$ cat config.mk
export PLATFORM = sky130hd
export DESIGN_NAME = alu_share_arb
export DESIGN_NICKNAME = d
export VERILOG_FILES = /design/src/rtl/alu_pkg.sv /design/src/rtl/rr_arb2.sv /design/src/rtl/alu_share_arb.sv
export SDC_FILE = /design/constraint.sdc
export NUM_CORES = 1
export LEC_CHECK = 0
export BUFFER_PORTS_ARGS = -buffer_cell sky130_fd_sc_hd__buf_2
export CORE_MARGIN = 4
export CORE_UTILIZATION = 40
export CTS_CLUSTER_DIAMETER = 60
export CTS_CLUSTER_SIZE = 40
export DETAILED_ROUTE_END_ITERATION = 10
export SLEW_MARGIN = 20
export SYNTH_ARGS = -nofsm -noshare
export SYNTH_HDL_FRONTEND = slang
export SYNTH_SLANG_ARGS = --single-unit
$ cat constraint.sdc
create_clock -name clk -period 4.55 [get_ports clk]
set_input_delay 0.455 -clock clk [delete_from_list [all_inputs] [get_ports clk]]
set_output_delay 0.455 -clock clk [all_outputs]
set_load 0.05 [all_outputs]
$ cat src/rtl/alu_pkg.sv
// rtl/alu_pkg.sv - shared widths, ALU op-codes and op-code legality helper
package alu_pkg;

    localparam int DATA_W = 32;
    localparam int CTRL_W = 3;

    localparam logic [CTRL_W-1:0] ALU_ADD = 3'b000;
    localparam logic [CTRL_W-1:0] ALU_SUB = 3'b001;
    localparam logic [CTRL_W-1:0] ALU_AND = 3'b010;
    localparam logic [CTRL_W-1:0] ALU_OR  = 3'b011;
    localparam logic [CTRL_W-1:0] ALU_XOR = 3'b100;
    localparam logic [CTRL_W-1:0] ALU_SLT = 3'b101;

    function automatic logic is_illegal_op(input logic [CTRL_W-1:0] op);
        return (op > ALU_SLT);
    endfunction

endpackage

$ cat src/rtl/rr_arb2.sv
// rtl/rr_arb2.sv - 2-way round-robin picker owning the last-grant pointer
module rr_arb2 (
    input  logic       clk,
    input  logic       rst_n,
    input  logic [1:0] elig,
    output logic [1:0] grant
);

    logic last_grant;

    always_comb begin
        grant = elig;
        if (elig == 2'b11) begin
            grant = last_grant ? 2'b01 : 2'b10;
        end
    end

    // Reset to 1 so requester 0 wins the first tie.
    always_ff @(posedge clk or negedge rst_n) begin
        if (!rst_n) begin
            last_grant <= 1'b1;
        end else if (|grant) begin
            last_grant <= grant[1];
        end
    end

endmodule

$ cat src/rtl/alu_share_arb.sv
// rtl/alu_share_arb.sv - one ALU shared by two requesters with per-requester response buffers
module alu_share_arb
    import alu_pkg::*;
(
    input  logic              clk,
    input  logic              rst_n,
    input  logic              req0_valid,
    output logic              req0_ready,
    input  logic [DATA_W-1:0] req0_a,
    input  logic [DATA_W-1:0] req0_b,
    input  logic [CTRL_W-1:0] req0_ctrl,
    input  logic              req1_valid,
    output logic              req1_ready,
    input  logic [DATA_W-1:0] req1_a,
    input  logic [DATA_W-1:0] req1_b,
    input  logic [CTRL_W-1:0] req1_ctrl,
    output logic              resp0_valid,
    input  logic              resp0_ready,
    output logic [DATA_W-1:0] resp0_result,
    output logic              resp0_zero,
    output logic              resp0_err,
    output logic              resp1_valid,
    input  logic              resp1_ready,
    output logic [DATA_W-1:0] resp1_result,
    output logic              resp1_zero,
    output logic              resp1_err
);

    logic [1:0]        elig;
    logic [1:0]        grant;
    logic [DATA_W-1:0] op_a;
    logic [DATA_W-1:0] op_b;
    logic [CTRL_W-1:0] op_ctrl;
    logic [DATA_W-1:0] alu_res;
    logic              alu_err;
    logic              alu_zero;

    // A requester may issue when its buffer is empty or being drained this cycle.
    assign elig[0] = req0_valid & (~resp0_valid | resp0_ready);
    assign elig[1] = req1_valid & (~resp1_valid | resp1_ready);

    rr_arb2 u_arb (
        .clk   (clk),
        .rst_n (rst_n),
        .elig  (elig),
        .grant (grant)
    );

    assign req0_ready = grant[0];
    assign req1_ready = grant[1];

    assign op_a    = grant[1] ? req1_a    : req0_a;
    assign op_b    = grant[1] ? req1_b    : req0_b;
    assign op_ctrl = grant[1] ? req1_ctrl : req0_ctrl;

    always_comb begin
        alu_res = '0;
        alu_err = is_illegal_op(op_ctrl);
        case (op_ctrl)
            ALU_ADD: alu_res = op_a + op_b;
            ALU_SUB: alu_res = op_a - op_b;
            ALU_AND: alu_res = op_a & op_b;
            ALU_OR:  alu_res = op_a | op_b;
            ALU_XOR: alu_res = op_a ^ op_b;
            ALU_SLT: alu_res = {{(DATA_W-1){1'b0}}, ($signed(op_a) < $signed(op_b))};
            default: alu_res = '0;
        endcase
    end

    // An illegal op reports a zero result but must not look like a genuine zero.
    assign alu_zero = (alu_res == '0) & ~alu_err;

    always_ff @(posedge clk or negedge rst_n) begin
        if (!rst_n) begin
            resp0_valid  <= 1'b0;
            resp0_result <= '0;
            resp0_zero   <= 1'b0;
            resp0_err    <= 1'b0;
        end else if (grant[0]) begin
            resp0_valid  <= 1'b1;
            resp0_result <= alu_res;
            resp0_zero   <= alu_zero;
            resp0_err    <= alu_err;
        end else if (resp0_ready) begin
            resp0_valid  <= 1'b0;
        end
    end

    always_ff @(posedge clk or negedge rst_n) begin
        if (!rst_n) begin
            resp1_valid  <= 1'b0;
            resp1_result <= '0;
            resp1_zero   <= 1'b0;
            resp1_err    <= 1'b0;
        end else if (grant[1]) begin
            resp1_valid  <= 1'b1;
            resp1_result <= alu_res;
            resp1_zero   <= alu_zero;
            resp1_err    <= alu_err;
        end else if (resp1_ready) begin
            resp1_valid  <= 1'b0;
        end
    end

endmodule

Yosys cells after proc, flatten, opt, wreduce, memory -nomap -nowiden:

Cells that the tools add are included.

* bits in registers: 71
* word-level logic and storage cells: 45
* input port bits: 140

* mux-type cells: 10
* reduce and logical (&&, ||, !) cells: 5
* eq/ne operators: 6
* bitwise logic cells: 11
* add/subtract/negate cells: 2
* order comparisons: 2

Operator list (number)
* $pmux W32 S6: 1
* $mux W32: 2
* $add A32 B32 Y32: 1
* $and A32 B32 Y32: 1
* $logic_not A32 Y1: 1
* $lt A32 B32 Y1: 1
* $or A32 B32 Y32: 1
* $sub A32 B32 Y32: 1
* $xor A32 B32 Y32: 1
* $eq A3 B2 Y1 const B: 2
* $eq A3 B3 Y1 const B: 2
* $mux W1: 4
* $mux W2: 2
* $reduce_bool A2 Y1: 2
* $and A1 B1 Y1: 3
* $eq A3 B1 Y1 const B: 1
* $gt A3 B3 Y1 const B: 1
* $logic_not A3 Y1: 1
* $mux W3: 1
* $not A1 Y1: 3
* $eq A2 B2 Y1 const B: 1
* $or A1 B1 Y1: 2
* $reduce_or A2 Y1: 1

Logic depth before layout (Yosys ltp):

* depth in word-level cells: 10
* mapped depth: 23
* mapped depth without buffers: 20

Modules after synthesis:

From an unflattened synthesis, not the netlist that was laid out.

* cell total of the unflattened synthesis: 1218
* area, all modules: 9326.4 µm²

By module, submodules not included
* alu_share_arb: cells each 1212, times used 1, area an instance 9272.6 µm²
* rr_arb2: cells each 6, times used 1, area an instance 53.8 µm²

Least setup slack after synthesis:

No wires, ideal clock.

* kind: register to register
* from: reg resp0_valid
* to: reg resp0_zero
* slack: -0.597 ns
* data arrival time: 5.071 ns
* library setup time: 0.077 ns
* cell stages (with the launch flop): 23
* cell sequence: dfrtp_1 -> and2b_4 -> o211ai_4 -> buf_4 -> buf_8 -> clkbuf_1 -> clkbuf_1 -> nand2_1 -> nand2_1 -> ha_1 -> inv_1 -> fa_1 -> nand2b_1 -> a221oi_2 -> o21ai_1 -> a211o_1 -> a311oi_2 -> or2_2 -> a221o_2 -> a22o_1 -> a2111oi_2 -> nand4_1 -> o21ai_1

* cells in the longest elaborated chain, start to end: 10
* elaborated cells between the ends (all ways): 25
* classes of those cells: 2 x add/sub; 2 x order compare; 6 x eq/ne; 5 x mux; 8 x bitwise; 2 x reduce/logical

RTL lines
* from (decl): RTL line alu_share_arb.sv:17 `output logic resp0_valid,`
* from (signal assigned): RTL line alu_share_arb.sv:75 `resp0_valid <= 1'b0;`
* from (signal assigned): RTL line alu_share_arb.sv:80 `resp0_valid <= 1'b1;`
* from (signal assigned): RTL line alu_share_arb.sv:85 `resp0_valid <= 1'b0;`
* $not A1 Y1 (*): RTL line alu_share_arb.sv:39 `assign elig[0] = req0_valid & (~resp0_valid | resp0_ready);`
* $or A1 B1 Y1 (*): RTL line alu_share_arb.sv:39
* $and A1 B1 Y1 (*): RTL line alu_share_arb.sv:39
* $eq A2 B2 Y1: RTL line rr_arb2.sv:13 `if (elig == 2'b11) begin`
* $mux W2 (*): RTL line rr_arb2.sv:13
* $mux W32 (tied with other cells): RTL line alu_share_arb.sv:52 `assign op_a = grant[1] ? req1_a : req0_a;`
* $sub A32 B32 Y32 (tied with other cells): RTL line alu_share_arb.sv:61 `ALU_SUB: alu_res = op_a - op_b;`
* $pmux W32 S6: RTL line alu_share_arb.sv:59 `case (op_ctrl)`
* $logic_not A32 Y1: RTL line alu_share_arb.sv:71 `assign alu_zero = (alu_res == '0) & ~alu_err;`
* $and A1 B1 Y1: RTL line alu_share_arb.sv:71
* to (signal assigned): RTL line alu_share_arb.sv:82 `resp0_zero <= alu_zero;`
* to (decl): RTL line alu_share_arb.sv:20 `output logic resp0_zero,`

Mark *: on every way between the ends. The rest lies on a longest branch, timed or not.
A chain may end at the register's enable or synchronous reset.

Worst setup path in the final report:

* from: reg u_arb.last_grant
* to: reg resp0_zero

* cells in the longest elaborated chain, start to end: 7
* elaborated cells between the ends (all ways): 22
* classes of those cells: 2 x add/sub; 2 x order compare; 5 x eq/ne; 6 x mux; 5 x bitwise; 2 x reduce/logical

RTL lines
* from (decl): RTL line rr_arb2.sv:9 `logic last_grant;`
* from (signal assigned): RTL line rr_arb2.sv:23 `last_grant <= grant[1];`
* $mux W2 (*): RTL line rr_arb2.sv:14 `grant = last_grant ? 2'b01 : 2'b10;`
* $mux W2 (*): RTL line rr_arb2.sv:13
* $mux W32 (tied with other cells): RTL line alu_share_arb.sv:52
* $sub A32 B32 Y32 (tied with other cells): RTL line alu_share_arb.sv:61
* $pmux W32 S6: RTL line alu_share_arb.sv:59
* $logic_not A32 Y1: RTL line alu_share_arb.sv:71
* $and A1 B1 Y1: RTL line alu_share_arb.sv:71

Marks and branches as above.

==> run_results.csv <==
group,metric,value,unit
floorplan,dieArea,26020,um^2
global_route,grt_pass1_vias,11450,
sta,rsz0062_at_grt,"yes",
floorplan,die_y,161.3,um
sta,relSlewSlack,45.51,%
clocking,clock_path_buffers,2,
floorplan,ios,212,
pwr,power.density,476.8,nW/um^2
finish,seq_area,1780,um^2
global_route,antenna_found_initial,1,
sta,finalWorstSetupSlack,-0.04177,ns
outcome,status,"finished, violations left",
finish,mostFrequentLayoutCells,"buf_4, nand2_1, buf_2",
route,post-route-drc-count,0,
critical_path,crit_type,"flop to flop",
logic_synthesis,synthFlopType,"dfrtp_1",
finish,area_delta_synth_final,48.84,%
logic_synthesis,synth_fp_nets,1574,
floorplan,fp.coreArea,22850,um^2
global_route,grt_pass1_wl,63180,um
placement,dp_cells,2110,
critical_path,crit_path_max_fanout,6,
logic_synthesis,syn_area_per_cell,7.053,um^2
logic_synthesis,syn_inst,1333,
finish,multiInputGateArea,7099,um^2
finish,post-route-util,61.25,%
logic_synthesis,synth_top_area_share,18.63,%
global_route,grt_usage,30.36,%
sta,fin_crit,4.592,ns
pwr,vdd_drop_max,0.3258,mV
finish,drive_gt1_share,38.13,%
sta,slew_viol_final,0,
clocking,path_clk_slew,0.06,ns
placement,port_buffers,211,
route,viasPerCell,5.508,
logic_synthesis,yosys_warnings,0,
placement,gp_congestion,1.043,
clocking,worst_skew_pair.late_latency,0.33,ns
route,drt_iter0_drc,821,
logic_synthesis,yosysUniqueCellTypes,94,
finish,final_cells,2167,
route,drtAntennaViolNets,0,
logic_synthesis,synth-seq-cells,71,
global_route,grt.overflow.total,0,
finish,final_common_cell,"buf_4",
logic_synthesis,synth_top_area_cell,"dfrtp_1",
clocking,cts_made_buffers,9,
sta,finalClockSkew,0.006819,ns
floorplan,die_x,161.3,um
finish,num_antenna_cells,0,
sta,worst_pin_slew,0.8173,ns
clocking,cts_tree,"built",
floorplan,start_util,41.15,%
sta,setup-tns-final,-0.06889,ns
sta,min_period_over_period,100.9,%
critical_path,worstSetupStartpointType,"flop",
logic_synthesis,netlist_top_cells_area,"dfrtp_1, ha_1, nand2_1",
route,firstDrtPassIters,6,
finish,layout.nets,2090,
clocking,h-tree-depth,3,
pwr,leakagePower,7.222,nW
job,max-cap-violations,0,
placement,pre_cts_ws,-0.4049,ns
route,drt_wl_total,41600,um
critical_path,arrival,4.84,ns
placement,dp_hpwl,33200,um
sta,fmax,217.8,MHz
hold_path,hold_class,"input pin to asynchronous set/reset pin",
sta,setup_viol,2,
outcome,violations,"setup timing",
floorplan,rows,55,
clocking,cts_root_buf,"clkbuf_16",
route,avgRoutedWirePerCell,19.20,um
clocking,cts_hold_buffers,0,
route,num_vias,11940,
clocking,cts.sinks,71,
sta,hold_viol_final,0,
logic_synthesis,synthesis.area,9402,um^2
logic_synthesis,async_reset_ff_share,100.0,%
critical_path,end_kind,"flop",
logic_synthesis,yosysSeqAreaShare,18.91,%
critical_path,required,4.80,ns
finish,fillers,2204,
critical_path,rr_worst_depth,21,
logic_synthesis,synth_edf_count,0,
global_route,grt_max_degree,78,
area by class of cell:
type                    instances  area share, %
clock inverters                 7         0.3577
repair buffers                583          28.79
multi-input cells            1074          50.73
flip-flops and latches         71          12.72
inverters                     110          2.986
clock buffers                   9          1.609
well taps                     313          2.799
path summary, 6_finish.rpt:
path / startpoint / end / slack, ns
hold / removal: rst_n / resp0_result[4] / 0.14
max in group asynchronous: rst_n / resp0_valid / 3.41
hold reg to reg: resp1_result[11] / resp1_result[11] / 0.47
min in group clk: resp1_result[11] / resp1_result[11] / 0.47
setup reg to reg: u_arb.last_grant / resp0_zero / -0.04
setup / recovery: u_arb.last_grant / resp0_zero / -0.04
metal layers:
layer	up-vias	share of wire, %	global-route usage, %
met4	2	3.6	10.08
li1	5737	-	-
met2	520	46	50.55
met1	5582	43	40.67
met5	-	0.048	0
met3	94	7.0	4.108
through the flow:
stage / instance area (um^2) / total power, W / hold slack (ns)
after floorplan: 9523 / 0.003728 / 0.1594
after global placement: 12970 / 0.005653 / 0.4572
after detailed placement: 12970 / 0.005685 / 0.4656
after CTS: 13650 / 0.006478 / 0.1434
after global routing: 13990 / 0.007081 / 0.1897
final: 13990 / 0.006672 / 0.1428
power by group:
group | switching [W] | internal [W]
registers | 0.000131 | 0.000876
logic | 0.00308 | 0.00195
clock network | 0.000267 | 0.000368
total | 0.00348 | 0.00319
cells by family (layout without fill, tap and decap cells):
| group | count (synthesis) | count (layout) | share of synthesized area [%] |
|---|---|---|---|
| mux | 19 | 19 | 2.156 |
| compound gates | 417 | 417 | 30.08 |
| simple gates | 530 | 530 | 24.83 |
| flops | 71 | 71 | 18.91 |
| buf+inv | 188 | 709 | 9.768 |
| xor+xnor | 7 | 7 | 0.6521 |
| fa+ha+maj | 101 | 101 | 13.60 |
synth_stat cells (14+ instances only):
cell and instances:
nand4_1 17, nor2_1 72, buf_2 14, o21ai_0 105, inv_1 109, ha_1 99
dfrtp_1 70, a211oi_1 31, a21oi_1 86, clkbuf_1 37, nand2_1 324, nand3_1 21
o211ai_1 22, o31ai_1 17, nor3_1 17
flip-flops by register name, indices dropped and copies added, names as in the netlist:
name	count
resp0_zero	1
u_arb.last_grant	1
resp1_valid	1
resp1_err	1
resp0_result	32
resp1_result	32
resp0_err	1
resp1_zero	1
resp0_valid	1
what timing repair did:
item,4_1_cts,5_1_grt
pin swaps,18,29
setup endpoints to repair,3,14
cloned,2,2
setup buffers,25,15
resized for setup,33,54
worst max-delay path: stages, from the launching register on:
cell      delay (ns)
dfstp_2         0.54
nand2_2         0.08
o211ai_4        0.20
buf_12          0.16
buf_16          0.15
buf_12          0.12
mux2i_4         0.23
inv_2           0.07
ha_4            0.26
buf_4           0.14
or4_4           0.52
buf_4           0.17
and2_4          0.17
mux2_2          0.26
a222oi_1        0.29
buf_4           0.19
and4_1          0.20
and4_4          0.23
nand4_1         0.11
nor4_2          0.14
nand4_1         0.14
o21ai_1         0.14
Note: power is estimated with default switching activity, not from simulation.
